==> src/rtl/wb_single_master_if.sv <==
// Wishbone B4 classic bus bundle between one master and one slave.
// Latency: none, wires only.
// Backpressure: the slave stalls the master by withholding wb_ack_i.
interface wb_single_master_if #(
   parameter int AW = 32,
   parameter int DW = 32,
   parameter int SW = 4
);
   logic          wb_cyc_o;
   logic          wb_stb_o;
   logic          wb_we_o;
   logic [AW-1:0] wb_adr_o;
   logic [DW-1:0] wb_dat_o;
   logic [SW-1:0] wb_sel_o;
   logic [DW-1:0] wb_dat_i;
   logic          wb_ack_i;

   modport master (
      output wb_cyc_o, wb_stb_o, wb_we_o, wb_adr_o, wb_dat_o, wb_sel_o,
      input  wb_dat_i, wb_ack_i
   );

   modport slave (
      input  wb_cyc_o, wb_stb_o, wb_we_o, wb_adr_o, wb_dat_o, wb_sel_o,
      output wb_dat_i, wb_ack_i
   );
endinterface

==> src/rtl/wb_single_master.sv <==
// Wishbone B4 classic master: one single READ/WRITE cycle per accepted command.
// Latency: STB from accept edge to ack edge, response strobe the cycle after, one GAP cycle.
// Backpressure: cmd_ready_o only in IDLE; WB_SINGLE_MASTER_TIMEOUT_EN adds an ack-timeout abort.
module wb_single_master #(
   parameter int AW      = 32,
   parameter int DW      = 32,
   parameter int SW      = 4,
   parameter int TIMEOUT = 255
) (
   input  logic          wb_clk_i,
   input  logic          wb_rst_i,
   input  logic          cmd_valid_i,
   output logic          cmd_ready_o,
   input  logic          cmd_we_i,
   input  logic [AW-1:0] cmd_adr_i,
   input  logic [DW-1:0] cmd_dat_i,
   input  logic [SW-1:0] cmd_sel_i,
   output logic          rsp_valid_o,
   output logic [DW-1:0] rsp_dat_o,
   output logic          rsp_err_o,
   output logic          busy_o,
   wb_single_master_if.master wb
);

   localparam logic [1:0] S_IDLE  = 2'd0;
   localparam logic [1:0] S_CYCLE = 2'd1;
   localparam logic [1:0] S_GAP   = 2'd2;

   logic [1:0]    state_q, state_d;
   logic          cyc_q, cyc_d;
   logic          we_q, we_d;
   logic [AW-1:0] adr_q, adr_d;
   logic [DW-1:0] dat_q, dat_d;
   logic [SW-1:0] sel_q, sel_d;
   logic          rsp_vld_q, rsp_vld_d;
   logic [DW-1:0] rsp_dat_q, rsp_dat_d;

`ifdef WB_SINGLE_MASTER_TIMEOUT_EN
   localparam int CW = $clog2(TIMEOUT + 1);
   logic [CW-1:0] cnt_q, cnt_d;
   logic          rsp_err_q, rsp_err_d;
   logic          to_hit;

   // abort fires on the edge where the wait count would reach TIMEOUT
   assign to_hit    = (cnt_q == CW'(TIMEOUT - 1));
   assign rsp_err_o = rsp_err_q;

   // wait counter: zero while idle, so it is clear on entry to CYCLE
   always_comb begin
      cnt_d = cnt_q;
      if (state_q == S_IDLE)
         cnt_d = '0;
      else if (state_q == S_CYCLE && !wb.wb_ack_i)
         cnt_d = cnt_q + CW'(1);
   end
`else
   logic unused_timeout;
   assign unused_timeout = (TIMEOUT == 0);
   assign rsp_err_o      = 1'b0;
`endif

   assign cmd_ready_o = (state_q == S_IDLE) && wb_rst_i;
   assign busy_o      = (state_q != S_IDLE);
   assign rsp_valid_o = rsp_vld_q;
   assign rsp_dat_o   = rsp_dat_q;

   assign wb.wb_cyc_o = cyc_q;
   assign wb.wb_stb_o = cyc_q;
   assign wb.wb_we_o  = we_q;
   assign wb.wb_adr_o = adr_q;
   assign wb.wb_dat_o = dat_q;
   assign wb.wb_sel_o = sel_q;

   // next-state: launch a cycle on accept, close it on ack (or timeout), then one gap cycle
   always_comb begin
      state_d   = state_q;
      cyc_d     = cyc_q;
      we_d      = we_q;
      adr_d     = adr_q;
      dat_d     = dat_q;
      sel_d     = sel_q;
      rsp_vld_d = 1'b0;
      rsp_dat_d = rsp_dat_q;
`ifdef WB_SINGLE_MASTER_TIMEOUT_EN
      rsp_err_d = 1'b0;
`endif
      case (state_q)
         S_IDLE: begin
            if (cmd_valid_i && cmd_ready_o) begin
               cyc_d   = 1'b1;
               we_d    = cmd_we_i;
               adr_d   = cmd_adr_i;
               dat_d   = cmd_dat_i;
               sel_d   = cmd_sel_i;
               state_d = S_CYCLE;
            end
         end
         S_CYCLE: begin
            // ack has priority over a timeout on the same edge
            if (wb.wb_ack_i) begin
               cyc_d     = 1'b0;
               we_d      = 1'b0;
               rsp_vld_d = 1'b1;
               rsp_dat_d = we_q ? '0 : wb.wb_dat_i;
               state_d   = S_GAP;
            end
`ifdef WB_SINGLE_MASTER_TIMEOUT_EN
            else if (to_hit) begin
               cyc_d     = 1'b0;
               we_d      = 1'b0;
               rsp_vld_d = 1'b1;
               rsp_err_d = 1'b1;
               rsp_dat_d = '0;
               state_d   = S_GAP;
            end
`endif
         end
         S_GAP:   state_d = S_IDLE;
         default: state_d = S_IDLE;
      endcase
   end

   // state and registered bus/response outputs, synchronous active-low reset
   always_ff @(posedge wb_clk_i) begin
      if (!wb_rst_i) begin
         state_q   <= S_IDLE;
         cyc_q     <= 1'b0;
         we_q      <= 1'b0;
         adr_q     <= '0;
         dat_q     <= '0;
         sel_q     <= '0;
         rsp_vld_q <= 1'b0;
         rsp_dat_q <= '0;
`ifdef WB_SINGLE_MASTER_TIMEOUT_EN
         rsp_err_q <= 1'b0;
         cnt_q     <= '0;
`endif
      end else begin
         state_q   <= state_d;
         cyc_q     <= cyc_d;
         we_q      <= we_d;
         adr_q     <= adr_d;
         dat_q     <= dat_d;
         sel_q     <= sel_d;
         rsp_vld_q <= rsp_vld_d;
         rsp_dat_q <= rsp_dat_d;
`ifdef WB_SINGLE_MASTER_TIMEOUT_EN
         rsp_err_q <= rsp_err_d;
         cnt_q     <= cnt_d;
`endif
      end
   end

endmodule

==> src/flat_wrapper.sv <==
// flat-port wrapper written by rule: the top's interface ports become plain ports
module wb_single_master_flat 
#(
   parameter int AW      = 32,
   parameter int DW      = 32,
   parameter int SW      = 4,
   parameter int TIMEOUT = 255
)
  (wb_clk_i, wb_rst_i, cmd_valid_i, cmd_ready_o, cmd_we_i, cmd_adr_i, cmd_dat_i, cmd_sel_i, rsp_valid_o, rsp_dat_o, rsp_err_o, busy_o, wb_wb_cyc_o, wb_wb_stb_o, wb_wb_we_o, wb_wb_adr_o, wb_wb_dat_o, wb_wb_sel_o, wb_wb_dat_i, wb_wb_ack_i);
  wb_single_master_if #(.AW(AW), .DW(DW), .SW(SW)) wb_i ();
  input  logic wb_clk_i;
  input  logic wb_rst_i;
  input  logic cmd_valid_i;
  output logic cmd_ready_o;
  input  logic cmd_we_i;
  input  logic [AW-1:0] cmd_adr_i;
  input  logic [DW-1:0] cmd_dat_i;
  input  logic [SW-1:0] cmd_sel_i;
  output logic rsp_valid_o;
  output logic [DW-1:0] rsp_dat_o;
  output logic rsp_err_o;
  output logic busy_o;
  output wire logic [$bits(wb_i.wb_cyc_o)-1:0] wb_wb_cyc_o;
  output wire logic [$bits(wb_i.wb_stb_o)-1:0] wb_wb_stb_o;
  output wire logic [$bits(wb_i.wb_we_o)-1:0] wb_wb_we_o;
  output wire logic [$bits(wb_i.wb_adr_o)-1:0] wb_wb_adr_o;
  output wire logic [$bits(wb_i.wb_dat_o)-1:0] wb_wb_dat_o;
  output wire logic [$bits(wb_i.wb_sel_o)-1:0] wb_wb_sel_o;
  input wire logic [$bits(wb_i.wb_dat_i)-1:0] wb_wb_dat_i;
  input wire logic [$bits(wb_i.wb_ack_i)-1:0] wb_wb_ack_i;
  assign wb_wb_cyc_o = wb_i.wb_cyc_o;
  assign wb_wb_stb_o = wb_i.wb_stb_o;
  assign wb_wb_we_o = wb_i.wb_we_o;
  assign wb_wb_adr_o = wb_i.wb_adr_o;
  assign wb_wb_dat_o = wb_i.wb_dat_o;
  assign wb_wb_sel_o = wb_i.wb_sel_o;
  assign wb_i.wb_dat_i = wb_wb_dat_i;
  assign wb_i.wb_ack_i = wb_wb_ack_i;
  wb_single_master #(.AW(AW), .DW(DW), .SW(SW), .TIMEOUT(TIMEOUT)) u_core (.wb_clk_i(wb_clk_i), .wb_rst_i(wb_rst_i), .cmd_valid_i(cmd_valid_i), .cmd_ready_o(cmd_ready_o), .cmd_we_i(cmd_we_i), .cmd_adr_i(cmd_adr_i), .cmd_dat_i(cmd_dat_i), .cmd_sel_i(cmd_sel_i), .rsp_valid_o(rsp_valid_o), .rsp_dat_o(rsp_dat_o), .rsp_err_o(rsp_err_o), .busy_o(busy_o), .wb(wb_i));
endmodule
==> config.mk <==
export PLATFORM = sky130hd
export DESIGN_NAME = wb_single_master_flat
export DESIGN_NICKNAME = d
export VERILOG_FILES = /design/src/rtl/wb_single_master_if.sv /design/src/rtl/wb_single_master.sv /design/src/flat_wrapper.sv
export SDC_FILE = /design/constraint.sdc
export NUM_CORES = 1
export LEC_CHECK = 0
export ABC_AREA = 1
export CELL_PAD_IN_SITES_DETAIL_PLACEMENT = 1
export CELL_PAD_IN_SITES_GLOBAL_PLACEMENT = 1
export CORE_MARGIN = 1.5
export CORE_UTILIZATION = 26
export CTS_CLUSTER_DIAMETER = 30
export DETAILED_ROUTE_END_ITERATION = 16
export HOLD_SLACK_MARGIN = 0.05
export PLACE_DENSITY = 0.83
export SLEW_MARGIN = 20
export SYNTH_ARGS = -nofsm -noshare
export SYNTH_HDL_FRONTEND = slang
export SYNTH_SLANG_ARGS = --single-unit
==> constraint.sdc <==
create_clock -name wb_clk_i -period 1.7 [get_ports wb_clk_i]
set_clock_uncertainty 0.15 [all_clocks]
set_input_delay 0.34 -clock wb_clk_i [delete_from_list [all_inputs] [get_ports wb_clk_i]]
set_output_delay 0.34 -clock wb_clk_i [all_outputs]
set_load 0.02 [all_outputs]
# Yosys cells after proc, flatten, opt, wreduce, memory -nomap -nowiden
# Cells that the tools add are included.
[word_totals] elab_cells=31 out_inout_bits=107 reg_bits=105 input_bits=105
[classes] n_reduce_logical=10 mux=10 n_eq_ne=3
[ops] op="$mux W32" n=1
[ops] op="$reduce_and A2 Y1" n=4
[ops] op="$mux W1" n=4
[ops] op="$mux W2" n=2
[ops] op="$ne A2 B2 Y1 const B" n=2
[ops] op="$pmux W1 S2" n=2
[ops] op="$pmux W2 S2" n=1
[ops] op="$reduce_bool A2 Y1" n=2
[ops] op="$reduce_and A3 Y1" n=1
[ops] op="$eq A2 B1 Y1 const B" n=1
[ops] op="$logic_and A1 B1 Y1" n=2
[ops] op="$logic_not A2 Y1" n=1

# Logic depth before layout (Yosys ltp)
# Gate-level depths: netlist of the first run.
[logic_depth] word_depth=5 mapped_depth=7 mapped_depth_nobuf=6

# Least setup slack after synthesis of the first run
# Ideal clock, no wire load.
[synth_path] kind="input port to output port" start="input wb_rst_i" end="output cmd_ready_o" n_path_buf=2 slack_ns=0.296 t_required_ns=1.210 cell_stages=4 arrival_ns=0.914 path_cell_list="buf_2 inv_2 nor2_4 buf_2"
[synth_via] elab_chain_len=1
[synth_lines] element="start: declaration" line_no="flat_wrapper.sv:12" rtl="input logic wb_rst_i;"
[synth_lines] element="$logic_and A1 B1 Y1" line_no="wb_single_master.sv:62" rtl="assign cmd_ready_o = (state_q == S_IDLE) && wb_rst_i;"
[synth_lines] element="end: declaration" line_no="flat_wrapper.sv:14" rtl="output logic cmd_ready_o;"
# Every way passes these cells.

# Worst setup path after layout of the first run
[layout_path] start="register u_core.state_q[1]" end="output busy_o"
[layout_via] elab_chain_len=1
[layout_lines] element="start: declaration" line_no="wb_single_master.sv:29" rtl="logic [1:0] state_q, state_d;"
[layout_lines] element="start signal: assignment" line_no="wb_single_master.sv:139" rtl="state_q <= state_d;"
[layout_lines] element="$reduce_bool A2 Y1" line_no="wb_single_master.sv:63" rtl="assign busy_o = (state_q != S_IDLE);"
[layout_lines] element="end: declaration" line_no="flat_wrapper.sv:22" rtl="output logic busy_o;"
# Every way passes these cells.

==> results of run 1 <==
## power breakdown
| group | switching, mW | total [mW] | internal [mW] |
|---|---|---|---|
| clock network | 0.890 | 2.05 | 1.16 |
| logic | 0.619 | 1.13 | 0.507 |
| registers | 0.0902 | 2.72 | 2.63 |
## cell type report
type                    instances  area, um2  area share
flip-flops and latches        105       2100       0.336
well taps                     184        230      0.0368
clock buffers                  10        239      0.0382
clock inverters                 4       45.0     0.00721
repair buffers                228       2130       0.341
multi-input cells             315       1470       0.234
inverters                       9       33.8     0.00541
## placed cells by master, fill, tap and decap left out
| cell | netlist | final |
|---|---|---|
| nand3_1 | 170 | 169 |
| nand2_1 | 105 | 105 |
| dfxtp_1 | 105 | 105 |
| dlygate4sd2_1 | 0 | 104 |
| clkdlybuf4s50_1 | 0 | 102 |
| o21ai_0 | 24 | 24 |
| buf_4 | 2 | 16 |
| clkbuf_16 | 0 | 9 |
| o21ai_1 | 8 | 8 |
| inv_1 | 6 | 6 |
| inv_2 | 3 | 3 |
| clkinv_2 | 0 | 3 |
| buf_12 | 0 | 3 |
| nand3_2 | 1 | 2 |
| buf_2 | 27 | 2 |
| nor2_2 | 1 | 1 |
| nor2_4 | 1 | 1 |
| nand2_2 | 1 | 1 |
| o31ai_1 | 1 | 1 |
| nand4_1 | 1 | 1 |
| nor2_1 | 1 | 1 |
| conb_1 | 1 | 1 |
| bufinv_16 | 0 | 1 |
| clkbuf_8 | 0 | 1 |
| buf_6 | 2 | 1 |
## through the flow
stage | hold slack [ns] | cells
final | 0.148 | 855
after global routing | 0.160 | 855
after CTS | 0.136 | 855
after detailed placement | 0.314 | 840
after global placement | 0.307 | 840
after floorplan | 0.291 | 474
## synth_stat cells (all sizes together)
library cell  number
buf               32
clkbuf            13
conb               1
dfxtp            105
inv                9
nand2            106
nand3            171
nand4              1
nor2               3
o21ai             32
o31ai              1
## cell families after synthesis
| kind of cell | after synthesis |
|---|---|
| AOI/OAI and AO/OA | 33 |
| buffers and inverters | 54 |
| DFF | 105 |
| other | 1 |
| and+or+nand+nor | 281 |
## worst paths after layout
| check | start | endpoint | slack [ns] | cells past startpoint |
|---|---|---|---|---|
| hold reg to reg | u_core.wb.wb_dat_o[24]$_SDFFE_PN0P_ | u_core.wb.wb_dat_o[24]$_SDFFE_PN0P_ | 0.32 | 2 |
| setup / recovery | u_core.state_q[1]$_SDFFE_PN0P_ | busy_o | 0.07 | 4 |
| setup reg to reg | u_core.state_q[1]$_SDFFE_PN0P_ | u_core.wb.wb_adr_o[13]$_SDFFE_PN0P_ | 0.15 | 6 |
| hold / removal | wb_rst_i | u_core.state_q[0]$_SDFFE_PN0P_ | 0.15 | 3 |
## metal layers
metal | vias up | GRT usage | share of wire
met5 | - | 0 | 0
met4 | 0 | 0.0588 | 0.017
met3 | 18 | 0.0478 | 0.068
met2 | 152 | 0.303 | 0.50
met1 | 1945 | 0.203 | 0.42
li1 | 1973 | - | -
## critical path: cells and delay by family, from the launching register on
kind / cells / cell delay [ns]
simple gates: 1 / 0.14
flops: 1 / 0.32
buf+inv: 3 / 0.35
## registers in the layout (all words and copies together), names as in the netlist
register and count:
u_core.rsp_dat_o 32, u_core.wb.wb_adr_o 32, u_core.wb.wb_dat_o 32, u_core.wb.wb_sel_o 4
u_core.state_q 2, u_core.rsp_valid_o 1, u_core.wb.wb_cyc_o 1, u_core.wb.wb_we_o 1
## timing repair
action | CTS | global route
resized for setup | 113 | 1
gates cloned | 0 | 0
setup endpoints to repair | 114 | 2
pin swaps | 1 | 1
buffers inserted | 1 | 0
==> results by group, run 1 <==
Timing
  – Slew Viols, Final: 0
  – Final setup viols: 0
  – Max_slew headroom: 0.657
  – Tmin final: 1.63 ns
  – Final WS setup: 0.0659 ns
  – Fmax: 612 MHz
  – Unrepaired setup endpoints after global routing: false
  – Worst-margin pin slew: 0.515 ns
  – Setup TNS: 0 ns
  – Hold Fails Final Rpt: 0
  – Part of the cycle the worst path needs: 0.961

Layout
  – Fillcell total: 1721
  – Design Area, Final: 6250 um2
  – Post-layout util: 0.433
  – Fin nets: 773
  – Synthesis-to-layout area growth: 63.5%
  – # diodes: 0
  – Fraction of layout cells with a size suffix above 1: 0.0656

Global route
  – Global Route Usage Sum: 0.173
  – Vias in the first global route: 4313
  – Initial antenna violation count: 0
  – Largest net degree at the start of global routing: 69
  – First-pass GRT wire length: 22000 um
  – Total grt overflow: 0

Logic synthesis
  – Mean post-synth cell area: 8.06 um2
  – Top cells by area, synth: dfxtp_1 (55%), nand3_1 (22%), nand2_1 (10%)
  – Seq cells post-synth: 105
  – Largest family of logic cells by synthesized area: simple AND/OR/NAND/NOR gates
  – Cell variety after synth: 20
  – Sequential share of the synthesized area: 0.550
  – Xor/xnor share of the synthesized area: 0
  – Synth Area in Adders: 0
  – Synth top area share: 0.550
  – Mux cell area share after synthesis: 0
  – Synth Area in Compound Gates: 0.0439
  – Mapped Area: 3820 um2
  – Cells after Synth: 474
  – Synth Net Count: 579
  – Area leader, netlist: dfxtp_1
  – YS warnings: 0
  – Synth Area in Simple Gates: 0.337

CTS
  – Root buffer cell: clkbuf_16
  – Clk_lat worst skew: 0.34 ns
  – Reg clk slew, reported paths: 0.07 ns
  – Clk sinks: 105
  – CTS tree: done
  – CTS Buf Count: 9
  – CTS Hold Buffers Added: 0
  – CTS max path bufs: 2
  – H-tree lvl count: 3

Placed design
  – Placer Congestion: 0.727
  – IO Port Bufs: 210
  – Setup slack after placement: -0.0530 ns
  – DP Wirelength: 9770 um
  – Post-placement cell area: 6090 um2

Power and ir drop
  – Pwr Total: 5.89 mW
  – IR drop worst, VDD: 0.388 mV
  – Power per Cell Area: 943 nW/um2
  – Lkg Pwr: 3.14 nW

Worst setup path
  – Crit-path max cell delay: 0.32 ns
  – Worst-path cell chain: nor2_2, inv_2, buf_4, buf_2
  – CP Capture Type: output pin
  – Crit-path max FO: 2
  – Critical path data arrival time: 1.14 ns
  – Crit start category: flop
  – Worst path slowest cell: dfxtp_1
  – Crit path kind: reg2out
  – Crit path required time: 1.21 ns

Routing
  – DR vias/cell: 4.78
  – Routed via count: 4088
  – Post-route ant nets: 0
  – Post-Route WL: 13300 um
  – Routed length per instance: 15.6 um
  – DRC violations left: 0
  – Initial drt markers: 177
  – TritonRoute pass-1 iters: 4

Floorplan
  – Core area: 14400 um2
  – Die Y: 124 um
  – Initial Util: 0.265
  – Width of the die: 124 um
  – FP Rows: 44
  – Die area: 15400 um2
  – I/O pin total: 212

Outcome
  – Status: completed

Hold path
  – Type of the worst min-delay path: in2reg

Run
  – Max-cap violation count: 0
Note: power is estimated with default switching activity, not from simulation.
==> inputs of run 2 (changes only) <==
--- a/config.mk
+++ b/config.mk
@@ -18,3 +18,4 @@
 export SYNTH_ARGS = -nofsm -noshare
 export SYNTH_HDL_FRONTEND = slang
 export SYNTH_SLANG_ARGS = --single-unit
+export TNS_END_PERCENT = 30
==> results of run 2 <==
Final layout, timing and power as in run 1 (identical DEF).
Among the figures that moved: number of gates resized after CTS 113 -> 110; met1 usage 0.203 -> 0.202
==> inputs of run 3 (changes only) <==
--- a/config.mk
+++ b/config.mk
@@ -6,6 +6,7 @@
 export NUM_CORES = 1
 export LEC_CHECK = 0
 export ABC_AREA = 1
+export ABC_CLOCK_PERIOD_IN_PS = 1700
 export CELL_PAD_IN_SITES_DETAIL_PLACEMENT = 1
 export CELL_PAD_IN_SITES_GLOBAL_PLACEMENT = 1
 export CORE_MARGIN = 1.5
@@ -14,7 +15,6 @@
 export DETAILED_ROUTE_END_ITERATION = 16
 export HOLD_SLACK_MARGIN = 0.05
 export PLACE_DENSITY = 0.83
-export SLEW_MARGIN = 20
 export SYNTH_ARGS = -nofsm -noshare
 export SYNTH_HDL_FRONTEND = slang
 export SYNTH_SLANG_ARGS = --single-unit
==> results of run 3 <==
Final layout, timing and power as in run 1 (identical DEF).
Among the figures that moved: number of gates resized after CTS 113 -> 110; met1 usage 0.203 -> 0.202
